==> src/rtl/adc_ascii_framer.sv <==
// Captures one 12-bit ADC sample, converts it to four decimal ASCII digits with a
// sequential double-dabble, and streams the frame through a dv/ack/done byte handshake.
module adc_ascii_framer #(
  parameter bit SEND_CRLF = 1'b1
) (
  input  logic        i_clk,
  input  logic        i_rst,
  input  logic        i_sample_dv,
  input  logic [11:0] i_sample,
  output logic [7:0]  o_tx_byte,
  output logic        o_tx_dv,
  input  logic        i_tx_ack,
  input  logic        i_tx_done,
  output logic        o_busy,
  output logic        o_frame_done,
  output logic        o_overrun
);

  // Handshake: o_tx_dv rises with a stable o_tx_byte and holds until i_tx_ack is sampled
  // high; i_tx_done then marks the end of that byte (it may arrive on the ack edge itself).
  typedef enum logic [2:0] {
    IDLE      = 3'd0,
    CONVERT   = 3'd1,
    LOAD      = 3'd2,
    SEND      = 3'd3,
    WAIT_DONE = 3'd4
  } state_t;

  localparam logic [2:0] LAST_IDX = SEND_CRLF ? 3'd5 : 3'd3;

  state_t      state, state_n;
  logic [11:0] bin_q, bin_n;
  logic [15:0] bcd_q, bcd_n;
  logic [15:0] bcd_adj;
  logic [3:0]  cnt_q, cnt_n;
  logic [2:0]  idx_q, idx_n;
  logic [7:0]  byte_q, byte_n;
  logic        dv_q, dv_n;
  logic        busy_q, busy_n;
  logic        fdone_q, fdone_n;
  logic        ovr_q, ovr_n;
  logic        byte_done;
  logic [7:0]  load_byte;

  always_ff @(posedge i_clk or posedge i_rst) begin
    if (i_rst) begin
      state   <= IDLE;
      bin_q   <= 12'd0;
      bcd_q   <= 16'd0;
      cnt_q   <= 4'd0;
      idx_q   <= 3'd0;
      byte_q  <= 8'h00;
      dv_q    <= 1'b0;
      busy_q  <= 1'b0;
      fdone_q <= 1'b0;
      ovr_q   <= 1'b0;
    end else begin
      state   <= state_n;
      bin_q   <= bin_n;
      bcd_q   <= bcd_n;
      cnt_q   <= cnt_n;
      idx_q   <= idx_n;
      byte_q  <= byte_n;
      dv_q    <= dv_n;
      busy_q  <= busy_n;
      fdone_q <= fdone_n;
      ovr_q   <= ovr_n;
    end
  end

  always_comb begin
    bcd_adj = bcd_q;
    for (int i = 0; i < 4; i++) begin
      if (bcd_q[4*i +: 4] >= 4'd5) bcd_adj[4*i +: 4] = bcd_q[4*i +: 4] + 4'd3;
    end
  end

  always_comb begin
    case (idx_q)
      3'd0:    load_byte = 8'h30 + {4'h0, bcd_q[15:12]};
      3'd1:    load_byte = 8'h30 + {4'h0, bcd_q[11:8]};
      3'd2:    load_byte = 8'h30 + {4'h0, bcd_q[7:4]};
      3'd3:    load_byte = 8'h30 + {4'h0, bcd_q[3:0]};
      3'd4:    load_byte = 8'h0D;
      default: load_byte = 8'h0A;
    endcase
  end

  always_comb begin
    state_n   = state;
    bin_n     = bin_q;
    bcd_n     = bcd_q;
    cnt_n     = cnt_q;
    idx_n     = idx_q;
    byte_n    = byte_q;
    dv_n      = dv_q;
    busy_n    = busy_q;
    fdone_n   = 1'b0;
    byte_done = 1'b0;
    // The cycle showing o_frame_done is still part of the old frame, so a sample there is dropped.
    ovr_n     = i_sample_dv && (state != IDLE || fdone_q);

    case (state)
      IDLE: begin
        if (i_sample_dv && !fdone_q) begin
          bin_n   = i_sample;
          bcd_n   = 16'd0;
          cnt_n   = 4'd0;
          idx_n   = 3'd0;
          busy_n  = 1'b1;
          state_n = CONVERT;
        end
      end
      CONVERT: begin
        {bcd_n, bin_n} = {bcd_adj[14:0], bin_q, 1'b0};
        cnt_n = cnt_q + 4'd1;
        if (cnt_q == 4'd11) state_n = LOAD;
      end
      LOAD: begin
        byte_n  = load_byte;
        dv_n    = 1'b1;
        state_n = SEND;
      end
      SEND: begin
        if (i_tx_ack) begin
          dv_n      = 1'b0;
          byte_done = i_tx_done;
          state_n   = WAIT_DONE;
        end
      end
      WAIT_DONE: byte_done = i_tx_done;
      default:   state_n = IDLE;
    endcase

    if (byte_done) begin
      idx_n = idx_q + 3'd1;
      if (idx_q == LAST_IDX) begin
        fdone_n = 1'b1;
        busy_n  = 1'b0;
        state_n = IDLE;
      end else begin
        state_n = LOAD;
      end
    end
  end

  assign o_tx_byte    = byte_q;
  assign o_tx_dv      = dv_q;
  assign o_busy       = busy_q;
  assign o_frame_done = fdone_q;
  assign o_overrun    = ovr_q;

endmodule
==> config.mk <==
export PLATFORM = sky130hd
export DESIGN_NAME = adc_ascii_framer
export DESIGN_NICKNAME = d
export VERILOG_FILES = /design/src/rtl/adc_ascii_framer.sv
export SDC_FILE = /design/constraint.sdc
export NUM_CORES = 1
export LEC_CHECK = 0
export ABC_AREA = 1
export CORE_MARGIN = 5
export CORE_UTILIZATION = 61
export DETAILED_ROUTE_END_ITERATION = 12
export GPL_ROUTABILITY_DRIVEN = 1
export GPL_TIMING_DRIVEN = 1
export PLACE_DENSITY = 0.85
export SETUP_SLACK_MARGIN = 0.05
export SKIP_CTS_REPAIR_TIMING = 1
export SLEW_MARGIN = 5
export SYNTH_ARGS = -nofsm -noshare
export SYNTH_HDL_FRONTEND = slang
export SYNTH_SLANG_ARGS = --single-unit
==> constraint.sdc <==
create_clock -name i_clk -period 3.1 [get_ports i_clk]
set_input_delay 0.62 -clock i_clk [delete_from_list [all_inputs] [get_ports i_clk]]
set_output_delay 0.62 -clock i_clk [all_outputs]
set_load 0.02 [all_outputs]
==> results.cfg <==
[status]
status = complete, no violations

[sta]
period_needed_ns = 1.93
fmax_ghz = 0.517
max_slew_margin = 0.606
clock_skew_ns = 0.00949
setup_viol = 0
setup_slack_ns = 1.17
fin_setup_tns_ns = 0
whs_ns = 0.484
hold_viol_final = 0
slew_violations = 0
worst_pin_slew_ns = 0.591
rsz0062_at_grt = false
fin_crit_sh = 0.624

[layout]
final_cells = 438
nNetsFinal = 416
layout-drive-gt1-share = 0.0777
regArea_sq_um = 1180
syn2layout_area_growth_pct = 13.2
multiInputGateArea_sq_um = 1270
diodes = 0
fillers = 348
fin_area_sq_um = 3100
fin_util = 0.712

[worst_hold_path]
hold_class = flip-flop to flip-flop

[critical_path]
path_class = flip-flop to primary output
crit_path_end_kind = primary output
start_kind = flip-flop
cpMaxStageDelayCell = clkdlybuf4s50_1
path_cells = clkdlybuf4s50_1
critical-path-top-delay-family = buffers and inverters
worst-path-max-fanout = 3
path_buf_inv = 1
arrival_ns = 1.31
cp.required_ns = 2.48
cpPeakStageDelay_ns = 0.62

[global_routing]
grt.total_usage = 0.207
grt_pass1_wl_mm = 10.2
antenna_found_initial = 0
overflow = 0
grt_max_degree = 48
grt_pass1_vias = 2295

[floorplan]
die-width_um = 77.0
core_sq_um = 4350
ioPinCount = 29
initial_utilization = 0.629
dieArea_sq_um = 5930
rows = 24
fp.dieH_um = 77.0

[synth]
syn_area_sq_um = 2740
yosys_register_bits = 47
ys_warn_count = 0
synthCells = 359
syn_avg_cell_area_sq_um = 7.63
ys_seq_area_frac = 0.430
synth_cell_types = 28

[placed_design]
dp_cells = 430
gp_congestion = 0.888
preCtsSetupSlack_ns = 0.985
port_buffers = 26
dp_hpwl_mm = 3.97
placed_area_sq_um = 3000

[cts]
cts_buffers = 5
clkTransAtPathRegs_ns = 0.09
htree_levels = 2
clockBufferDepth = 2
cts-root-buf = clkbuf_8
clk-insertion-delay-late_ns = 0.30
clock-sinks = 47
cts_tree = done

[power]
powerDensity_nw_per_um2 = 990
p_leak_nw = 1.56
power_mw = 3.07
vdd_ir_drop_max_mv = 0.533

[routing]
route.top_layer_used = met4
drtAntennaViolNets = 0
wl_met3_um = 328
remaining_drc_errors = 0
drt_iter0_markers = 162
routed_via_density = 5.27
drtPass1Iterations = 4
vias = 2308
met2_length_mm = 2.87
routed_wl_mm = 5.67
m1WireLength_mm = 2.40
wl_per_cell_um = 12.9

[run]
drv_cap = 0
[registers in the layout, indices dropped and copies added, names as in the netlist]
name          flops
o_tx_dv           1
bcd_q            16
bin_q            12
cnt_q             4
o_overrun         1
state             3
o_busy            1
o_frame_done      1
idx_q             3
o_tx_byte         5
[synthesized netlist by cell type (all sizes together)]
cell	number	share of area
and2	1	0.0023
ha	14	0.064
o22ai	4	0.018
nand3	15	0.029
buf	12	0.036
dfrtp	47	0.43
nor3	1	0.0018
nand4	1	0.0023
xnor2	1	0.0032
nand3b	1	0.0027
inv	52	0.071
conb	1	0.0014
o21ai	50	0.10
xor2	4	0.013
a21oi	8	0.015
nor2	22	0.034
nand2	125	0.17
[per-layer routing]
layer	GRT usage	vias to the layer above
met2	0.363	64
met5	0	-
met1	0.252	1067
li1	-	1168
met3	0.0468	9
met4	0.0619	0
[power breakdown]
part | internal, mW | total, mW | switching, mW
Sequential | 0.862 | 1.08 | 0.221
Combinational | 0.581 | 1.58 | 0.995
Clock | 0.204 | 0.409 | 0.205
[final timing paths]
path	slack, ns	cells past startpoint	to	startpoint
max reg2reg	1.42	6	bcd_q[15]$_DFFE_PP0P_	state[1]$_DFFE_PP0P_
max in group asynchronous	1.92	3	state[2]$_DFFE_PP0P_	i_rst
min in group asynchronous	0.78	3	bin_q[9]$_DFFE_PP0P_	i_rst
min reg2reg	0.48	2	o_tx_dv$_DFFE_PP0P_	o_tx_dv$_DFFE_PP0P_
min	0.48	2	o_tx_dv$_DFFE_PP0P_	o_tx_dv$_DFFE_PP0P_
max	1.17	1	o_tx_byte[4]	o_tx_byte[4]$_DFFE_PP0N_
[cell usage in the layout, fill, tap and decap left out, drive strengths merged]
master / n
o21ai: 50
clkdlybuf4s50: 26
dfrtp: 47
xnor2: 1
a21oi: 8
xor2: 4
nor3: 1
and2: 1
ha: 14
nand2: 125
nand3b: 1
nand3: 15
o22ai: 4
inv: 52
buf: 4
clkbuf: 8
conb: 2
nand4: 1
nor2: 22
[tightest hold or removal path, stage by stage, from the launching register on]
cell and delay (ns):
dfrtp_1 0.35, nand2_1 0.05, nand2_1 0.05
[area by class of cell]
cell class | instances | share of cell area
repair buffers | 30 | 0.0937
flip-flops and latches | 47 | 0.379
clock buffers | 8 | 0.0323
multi-input cells | 249 | 0.411
well taps | 52 | 0.0210
inverters | 52 | 0.0630
[logic make-up (layout without fill, tap and decap cells)]
logic type      Yosys count  after routing  share of synthesized area
xor+xnor                  5              5                     0.0160
fa+ha+maj                14             14                     0.0640
flops                    47             47                      0.430
buf+inv                  64             90                      0.107
compound gates           62             62                      0.137
other cells               1              2                    0.00137
simple gates            166            166                      0.245
Power figures use the tool's default switching activity.
